## src/rtl/sub_pipe.sv

```systemverilog
// Two-stage pipelined unsigned subtractor with valid/ready flow control.
// Stage 1 resolves the low SPLIT bits and their borrow; stage 2 finishes the high chunk.
module sub_pipe #(
    parameter int DATA_WIDTH_1 = 16,
    parameter int DATA_WIDTH_2 = 16,
    parameter int SPLIT        = 8,
    localparam int W = (DATA_WIDTH_1 > DATA_WIDTH_2) ? DATA_WIDTH_1 : DATA_WIDTH_2
) (
    input  logic                    clk,
    input  logic                    rst_n,
    input  logic [DATA_WIDTH_1-1:0] data1_i,
    input  logic [DATA_WIDTH_2-1:0] data2_i,
    input  logic                    valid_i,
    output logic                    ready_o,
    output logic [W:0]              data_o,
    output logic                    valid_o,
    input  logic                    ready_i
);

    localparam int WH = W - SPLIT;

    logic [W-1:0]     a_ext_s;
    logic [W-1:0]     b_ext_s;
    logic [SPLIT:0]   lo_diff_s;
    logic [WH:0]      hi_diff_s;
    logic             adv1_s;
    logic             adv2_s;

    logic             s1_valid_q, s1_valid_d;
    logic [SPLIT-1:0] s1_lo_q, s1_lo_d;
    logic             s1_borrow_q, s1_borrow_d;
    logic [WH-1:0]    s1_a_hi_q, s1_a_hi_d;
    logic [WH-1:0]    s1_b_hi_q, s1_b_hi_d;
    logic [W:0]       data_q, data_d;
    logic             valid_q, valid_d;

    assign a_ext_s = W'(data1_i);
    assign b_ext_s = W'(data2_i);

    // Flow control and the two halves of the borrow chain
    always_comb begin
        adv2_s    = ~valid_q | ready_i;
        adv1_s    = ~s1_valid_q | adv2_s;
        lo_diff_s = {1'b0, a_ext_s[SPLIT-1:0]} - {1'b0, b_ext_s[SPLIT-1:0]};
        hi_diff_s = {1'b0, s1_a_hi_q} - {1'b0, s1_b_hi_q} - {{WH{1'b0}}, s1_borrow_q};
    end

    // Next-state for stage 1: load on accept, drain when idle, hold when stalled
    always_comb begin
        s1_valid_d  = s1_valid_q;
        s1_lo_d     = s1_lo_q;
        s1_borrow_d = s1_borrow_q;
        s1_a_hi_d   = s1_a_hi_q;
        s1_b_hi_d   = s1_b_hi_q;
        if (adv1_s) begin
            s1_valid_d = valid_i;
            if (valid_i) begin
                s1_lo_d     = lo_diff_s[SPLIT-1:0];
                s1_borrow_d = lo_diff_s[SPLIT];
                s1_a_hi_d   = a_ext_s[W-1:SPLIT];
                s1_b_hi_d   = b_ext_s[W-1:SPLIT];
            end else begin
                s1_lo_d     = s1_lo_q;
                s1_borrow_d = s1_borrow_q;
                s1_a_hi_d   = s1_a_hi_q;
                s1_b_hi_d   = s1_b_hi_q;
            end
        end else begin
            s1_valid_d = s1_valid_q;
        end
    end

    // Next-state for stage 2: data only moves when the output slot advances
    always_comb begin
        valid_d = valid_q;
        data_d  = data_q;
        if (adv2_s) begin
            valid_d = s1_valid_q;
            data_d  = {hi_diff_s, s1_lo_q};
        end else begin
            valid_d = valid_q;
            data_d  = data_q;
        end
    end

    // Pipeline registers; reset discards any in-flight beats
    always_ff @(posedge clk or negedge rst_n) begin
        if (!rst_n) begin
            s1_valid_q  <= 1'b0;
            s1_lo_q     <= {SPLIT{1'b0}};
            s1_borrow_q <= 1'b0;
            s1_a_hi_q   <= {WH{1'b0}};
            s1_b_hi_q   <= {WH{1'b0}};
            data_q      <= {(W+1){1'b0}};
            valid_q     <= 1'b0;
        end else begin
            s1_valid_q  <= s1_valid_d;
            s1_lo_q     <= s1_lo_d;
            s1_borrow_q <= s1_borrow_d;
            s1_a_hi_q   <= s1_a_hi_d;
            s1_b_hi_q   <= s1_b_hi_d;
            data_q      <= data_d;
            valid_q     <= valid_d;
        end
    end

    assign ready_o = adv1_s;
    assign data_o  = data_q;
    assign valid_o = valid_q;

endmodule

```

## config.mk

```make
export PLATFORM = sky130hd
export DESIGN_NAME = sub_pipe
export DESIGN_NICKNAME = d
export VERILOG_FILES = /design/src/rtl/sub_pipe.sv
export SDC_FILE = /design/constraint.sdc
export NUM_CORES = 1
export LEC_CHECK = 0
export CORE_MARGIN = 2
export CORE_UTILIZATION = 56
export CTS_BUF_LIST = sky130_fd_sc_hd__clkbuf_2
export CTS_CLUSTER_DIAMETER = 30
export DETAILED_ROUTE_END_ITERATION = 16
export GPL_ROUTABILITY_DRIVEN = 0
export PLACE_DENSITY = 0.85
export SETUP_SLACK_MARGIN = 0.5
export SYNTH_ARGS = -nofsm -noshare
export SYNTH_HDL_FRONTEND = slang
export SYNTH_SLANG_ARGS = --single-unit
```

## constraint.sdc

```tcl
create_clock -name clk -period 3.9 [get_ports clk]
set_input_delay 0.39 -clock clk [delete_from_list [all_inputs] [get_ports clk]]
set_output_delay 0.39 -clock clk [all_outputs]
set_load 0.01 [all_outputs]
```

## Word-level counts from Yosys, hierarchy flattened

Cells that the tools add are included.

| word-level totals | value |
|---|---|
| flip-flop bits (word level) | 44 |

| cells by class | value |
|---|---|
| add/subtract/negate cells | 3 |
| bitwise gates (word level) | 4 |
| reduce and logical (&&, ||, !) cells | 1 |

Operator list:

| cell | number |
|---|---|
| $sub A8 B8 Y9 | 2 |
| $sub A9 B1 Y9 | 1 |
| $not A1 Y1 | 2 |
| $or A1 B1 Y1 | 2 |
| $reduce_and A2 Y1 | 1 |

## Longest topological paths before layout

Gate-level depths: netlist of the first run.

| logic depth | value |
|---|---|
| depth after elaboration | 4 |
| depth in mapped cells | 9 |
| gate-level depth less buffers | 9 |

## Worst setup path after synthesis of the first run

OpenSTA, ideal clock, no wires.

| path | value |
|---|---|
| path type | reg2reg |
| start | register s1_borrow_q |
| end | register data_q[15] (netlist: data_o[15]) |
| library setup time | 125 ps |
| data arrival time | 1972 ps |
| data required time | 3775 ps |
| setup slack | 1804 ps |
| stages on the path, launching flop included | 9 |
| path buffers | 0 |
| cells stage by stage | dfrtp_1 > inv_1 > fa_1 > ha_1 > o21ai_0 > a211oi_1 > a31oi_1 > xnor2_1 > mux2_2 |

| between the ends | value |
|---|---|
| longest elaborated chain between the ends | 1 |

RTL lines:

| what | line | RTL |
|---|---|---|
| start, declared | 31 | `logic s1_borrow_q, s1_borrow_d;` |
| start signal, assigned | 99 | `s1_borrow_q <= s1_borrow_d;` |
| $sub A9 B1 Y9 | 45 | `hi_diff_s = {1'b0, s1_a_hi_q} - {1'b0, s1_b_hi_q} - {{WH{1'b0}}, s1_borrow_q};` |
| end signal, assigned | 94 | `data_q <= {(W+1){1'b0}};` |
| end signal, assigned | 102 | `data_q <= data_d;` |
| end, declared | 34 | `logic [W:0] data_q, data_d;` |

No other way between the ends.
A chain may end at the register's enable or synchronous reset.

## Worst setup path after layout of the first run

Ends and elaborated chain as after synthesis.

==> results.cfg, run 1 <==
[outcome]
status = completed

[cts]
cts_hold_buf = 0
cts_tree = yes
clock_path_buffers = 2
cts_setup_buffers = 0
clock_sink_count = 44
insertion_delay_ns = 0.42
cts_resized = 0
htree_levels = 2
clk_pin_slew_ns = 0.21
cts_buffers = 5
clockRootBuffer = clkbuf_2

[setup_path]
path_cells = inv_1 > fa_1 > ha_1 > o21ai_0 > a211oi_1 > a31oi_1 > xnor2_1 > mux2_2
rr_worst_depth = 8
crit_required_ns = 4.24
crit_arrival_ns = 2.63
max_stage_delay_ns = 0.45
end_kind = flip-flop
r2r_end = data_o[15]$_DFFE_PN0P_
r2r_slack_ns = 1.61
crit_type = flip-flop to flip-flop
crit_path_start_kind = flip-flop
critical-path-slowest-cell = fa_1
r2r_start = s1_borrow_q$_DFFE_PN0P_
worst-path-max-fanout = 2
worst-path-buf-inv = 1
cp_top_family = adder cells

[power_and_ir_drop]
peakVddDrop_uv = 189
internal-power_uw = 986
p_leak_nw = 1.41
pwr_density_cell_nw_per_um2 = 484
switching_share_pct = 32.9
p_comb_share_pct = 44.7
p_clk_share_pct = 12.8
p_seq_share_pct = 42.5
power.switching_uw = 484
power_mw = 1.47

[layout]
stdcell_area_sq_um = 3030
final_util_pct = 70.7
antenna_cells = 0
syn2layout_area_growth_pct = 24.0
stdcell_count = 332
final_nets = 340
drive_gt1_share_pct = 13.2
fillers = 355

[timing]
maxSlewHeadroom_pct = 23.4
setup-violations-final = 0
fin_skew_ns = 0.0135
timing.final.crit_share_pct = 58.7
clock.fmax_mhz = 437
worstMarginPinSlew_ns = 1.15
rsz0062_at_grt = no
fin_tns_setup_ns = 0
finalHoldViolations = 0
min_period_ns = 2.29
final_max_slew_viol_count = 0

[synth]
synth_top_area_cell = dfrtp_1
seq_area_frac_synth_pct = 45.0
ys_ff_latch = 44
netlist_top_cells_area = dfrtp_1 (45%), mux2_2 (12%), ha_1 (11%)
synth_edf_count = 0
yosysTopAreaCellShare_pct = 45.0
ys_types = 32
yosysWarnings = 0
syn_area_sq_um = 2450
yosysMostFrequentCell = dfrtp_1
synthArstFlopShare_pct = 100
ys_top_cells_by_count = dfrtp_1 (44), inv_1 (32), mux2_2 (25), ha_1 (22), nor2_1 (14)
synth_flop_cell = dfrtp_1
synth_nets = 285
synth_area_per_cell_sq_um = 10.9
synthCells = 224

[grt]
overflow = 0
grt_pass1_vias = 1681
grt_max_degree = 45
grt_use_total_pct = 18.0
grt_pass1_wl_mm = 6.91
grt_antenna_before_repair = 0

[placement]
placed_area_sq_um = 3000
numPlacedInstances = 324
dp_hpwl_mm = 3.06
portBuffers = 54

[detailed_routing]
drc = 0
antenna_left = 0
vias = 1707
wl_per_cell_um = 12.0
drt_iter0_markers = 67
routed_wirelength_mm = 3.98
vias_per_cell = 5.14
dr.pass1.iters = 4

[floorplan]
dieArea_sq_um = 4910
dieHeight_um = 70.1
initial_utilization_pct = 57.0
io_pins = 55
core_area_sq_um = 4290
rows = 24
die_w_um = 70.1

[job]
max-cap-violations = 0

[worst_hold_path]
min_path_type = primary input to asynchronous set/reset pin
flip-flops by register name (all words and copies together), names as in the netlist:
register and cells:
valid_o 1, s1_valid_q 1, data_o 17, s1_b_hi_q 8, s1_a_hi_q 8, s1_lo_q 8
s1_borrow_q 1
final cells by class:
type                       instances  area (sq um)  area share (%)
multi-input combinational        142          1170            38.7
sequential                        44          1100            36.3
timing repair buffer              54           536            17.6
inverter                          32           120            3.96
tap                               52          65.1            2.14
clock buffer                       7          35.0            1.15
clock inverter                     1          3.75           0.124
cells in the final DEF, fill, tap and decap left out, types with 2 or more instances in the layout:
| cell type | count |
|---|---|
| inv_1 | 32 |
| nand3b_1 | 2 |
| a211oi_1 | 3 |
| o31ai_1 | 4 |
| nand2_1 | 12 |
| a21oi_1 | 13 |
| nand2b_1 | 6 |
| o21ai_0 | 11 |
| xnor2_1 | 5 |
| dfrtp_1 | 44 |
| mux2_2 | 25 |
| clkdlybuf4s50_1 | 53 |
| clkbuf_2 | 7 |
| nor2_1 | 14 |
| xor2_1 | 5 |
| ha_1 | 22 |
| nor3_1 | 3 |
| fa_1 | 3 |
| o21a_1 | 3 |
worst max-delay path by stage:
stage | end | cells after the start | from | slack [ns]
after global placement | s1_a_hi_q[2]$_DFFE_PN0P_ | 4 | ready_i | 1.51
after CTS | data_o[15]$_DFFE_PN0P_ | 8 | s1_borrow_q$_DFFE_PN0P_ | 1.58
after floorplan | data_o[15]$_DFFE_PN0P_ | 8 | s1_borrow_q$_DFFE_PN0P_ | 1.80
final | data_o[15]$_DFFE_PN0P_ | 8 | s1_borrow_q$_DFFE_PN0P_ | 1.61
after global routing | data_o[15]$_DFFE_PN0P_ | 9 | s1_borrow_q$_DFFE_PN0P_ | 1.51
after detailed placement | s1_lo_q[6]$_DFFE_PN0P_ | 8 | data2_i[2] | 1.46
power groups by stage:
stage / Sequential [mW] / Combinational [mW] / Clock [mW]
global route: 0.644 / 0.724 / 0.211
global placement: 0.633 / 0.647 / 0
floorplan: 0.662 / 0.395 / 0
CTS: 0.627 / 0.665 / 0.195
detailed placement: 0.637 / 0.662 / 0
finish: 0.625 / 0.657 / 0.188
metrics by stage:
step           worst slack (ns)  hold WS (ns)
3_5_place_dp               1.46         0.458
2_1_floorplan              1.80        0.0944
5_1_grt                    1.51         0.132
3_3_place_gp               1.51         0.450
6_report                   1.61        0.0765
4_1_cts                    1.58         0.101
cells by family (layout without fill, tap and decap cells):
group,Yosys count,after routing,share of synthesized area [%]
XOR/XNOR,10,10,3.58
buffers and inverters,38,94,7.06
multiplexers,25,25,11.5
AO/OA/AOI/OAI,41,41,11.0
AND/OR/NAND/NOR,41,41,8.18
adder cells (fa/ha/maj),25,25,13.7
flip-flops,44,44,45.0
per-layer routing:
metal / share of wire, % / global-route usage (%) / vias to the layer above / routed length [um]
li1: - / - / 867 / -
met1: 42 / 19.9 / 795 / 1680
met2: 50 / 31.6 / 39 / 1980
met3: 6.5 / 6.35 / 6 / 257
met4: 1.7 / 7.05 / 0 / 66
met5: 0 / 0 / - / 0
Power figures use the tool's default switching activity.
==> run 2, diff against run 1 <==
--- a/config.mk
+++ b/config.mk
@@ -6,12 +6,12 @@
 export NUM_CORES = 1
 export LEC_CHECK = 0
 export CORE_MARGIN = 2
-export CORE_UTILIZATION = 56
+export CORE_UTILIZATION = 52
 export CTS_BUF_LIST = sky130_fd_sc_hd__clkbuf_2
 export CTS_CLUSTER_DIAMETER = 30
 export DETAILED_ROUTE_END_ITERATION = 16
 export GPL_ROUTABILITY_DRIVEN = 0
-export PLACE_DENSITY = 0.85
+export PLACE_DENSITY = 0.79
 export SETUP_SLACK_MARGIN = 0.5
 export SYNTH_ARGS = -nofsm -noshare
 export SYNTH_HDL_FRONTEND = slang
==> constraint.sdc (replaced) <==
create_clock -name clk -period 2.2 [get_ports clk]
set_input_delay 0.22 -clock clk [delete_from_list [all_inputs] [get_ports clk]]
set_output_delay 0.22 -clock clk [all_outputs]
set_load 0.01 [all_outputs]
==> results.cfg, run 2 (same netlist as run 1, synthesis figures left out) <==
[layout]
drive_gt1_share_pct = 22.8
final_nets = 349
largest_reg_flops = 17
antenna_cells = 0
syn2layout_area_growth_pct = 33.2
stdcell_area_sq_um = 3260
multi_input_area_sq_um = 1290
mostFrequentLayoutCell = clkdlybuf4s50_1
register_area_sq_um = 1100
fillers = 343
final_cell_mix = clkdlybuf4s50_1 (51), dfrtp_1 (44), inv_1 (28)
final_util_pct = 73.3

[detailed_routing]
antenna_left = 0
wl_per_cell_um = 12.8
routed_wirelength_mm = 4.36
vias_per_cell = 5.30
drc = 0
vias = 1808
dr.pass1.iters = 4
drt_iter0_markers = 37

[grt]
grt_use_total_pct = 18.8
grt_max_degree = 45
grt_antenna_before_repair = 0
grt_pass1_vias = 1855
grt_pass1_wl_mm = 7.70
overflow = 0

[timing]
clock.fmax_mhz = 471
final_max_slew_viol_count = 0
maxSlewHeadroom_pct = 59.8
fin_skew_ns = 0.0183
worstMarginPinSlew_ns = 0.603
finalHoldViolations = 0
holdWs_ns = 0.243
setup-violations-final = 0
fin_tns_setup_ns = 0
min_period_ns = 2.12
timing.final.crit_share_pct = 96.5
rsz0062_at_grt = yes

[floorplan]
dieArea_sq_um = 5270
rows = 24
core_area_sq_um = 4440
initial_utilization_pct = 55.1
die_w_um = 72.6
io_pins = 55
dieHeight_um = 72.6

[cts]
clk_pin_slew_ns = 0.22
clock_sink_count = 44
cts_buffers = 5
cts_tree = yes
clock_path_buffers = 2
insertion_delay_ns = 0.40
clockRootBuffer = clkbuf_2
htree_levels = 2

[outcome]
status = completed

[setup_path]
critical-path-slowest-cell = fa_2
path_cells = inv_2 > fa_2 > inv_2 > ha_4 > o21ai_4 > a211oi_2 > a31oi_1 > xnor2_1 > mux2_4
worst-path-max-fanout = 2
crit_top_cell = inv_2
max_stage_delay_ns = 0.61
worst-path-buf-inv = 2
end_kind = flip-flop
cp_top_family = adder cells
crit_required_ns = 2.50
r2r_slack_ns = 0.08
crit_path_start_kind = flip-flop
crit_type = flip-flop to flip-flop
crit_arrival_ns = 2.42

[power_and_ir_drop]
p_leak_nw = 1.49
pwr_density_cell_nw_per_um2 = 905
power_mw = 2.95
peakVddDrop_uv = 387

[job]
max-cap-violations = 0

[placement]
portBuffers = 54
placed_area_sq_um = 3060
dp_hpwl_mm = 3.21

[worst_hold_path]
min_path_type = primary input to flip-flop
==> run 2: worst register-to-register path: cells and delay by family, from the launching register on <==
kind | cells | cell delay [ns]
AO/OA/AOI/OAI | 3 | 0.40
XOR/XNOR | 1 | 0.09
adder cells (fa/ha/maj) | 2 | 0.76
buffers and inverters | 2 | 0.10
flip-flops | 1 | 0.41
multiplexers | 1 | 0.25
==> run 2: worst paths after layout <==
kind                                     startpoint                       end  cells after the start
max in group asynchronous                     rst_n  s1_a_hi_q[1]$_DFFE_PN0P_                      3
setup / recovery           s1_b_hi_q[0]$_DFFE_PN0P_    data_o[15]$_DFFE_PN0P_                      9
hold / removal                           data1_i[0]    s1_lo_q[0]$_DFFE_PN0P_                      4
setup reg to reg           s1_b_hi_q[0]$_DFFE_PN0P_    data_o[15]$_DFFE_PN0P_                      9
min in group asynchronous                     rst_n     data_o[9]$_DFFE_PN0P_                      3
hold reg to reg              s1_valid_q$_DFFE_PN0N_       valid_o$_DFFE_PN0P_                      1
==> run 2: routing by layer <==
metal,track usage [%],share of wire [%],vias up
met4,7.20,1.4,0
met5,0,0,-
met3,4.56,5.0,7
met1,20.9,41,867
met2,34.4,52,50
li1,-,-,884
==> run 2: through the flow <==
step	instances	setup slack, ns
2_1_floorplan	224	0.215
3_3_place_gp	327	0.0489
3_5_place_dp	327	-0.0308
4_1_cts	341	0.0602
5_1_grt	341	0.0229
6_report	341	0.0779
==> run 2: where the power goes <==
group / total [mW] / internal (mW) / switching, mW
logic: 1.39 / 0.792 / 0.596
registers: 1.12 / 1.01 / 0.111
clock network: 0.445 / 0.196 / 0.249
==> run 2: cell type report <==
class                           instances  area share (%)
Sequential cell                        44            33.8
Inverter                               32            3.69
Multi-Input combinational cell        142            39.5
Timing Repair Buffer                   63            19.0
Clock inverter                          2            1.07
Clock buffer                            6           0.921
Tap cell                               52            2.00
==> run 2: what timing repair did <==
action / in CTS / in global routing
hold buffers: 1 / 0
hold endpoints to repair: 44 / 0
setup buffers: 5 / 0
resized for setup: 16 / 9
setup endpoints to repair: 8 / 9
pin swaps: 12 / 14
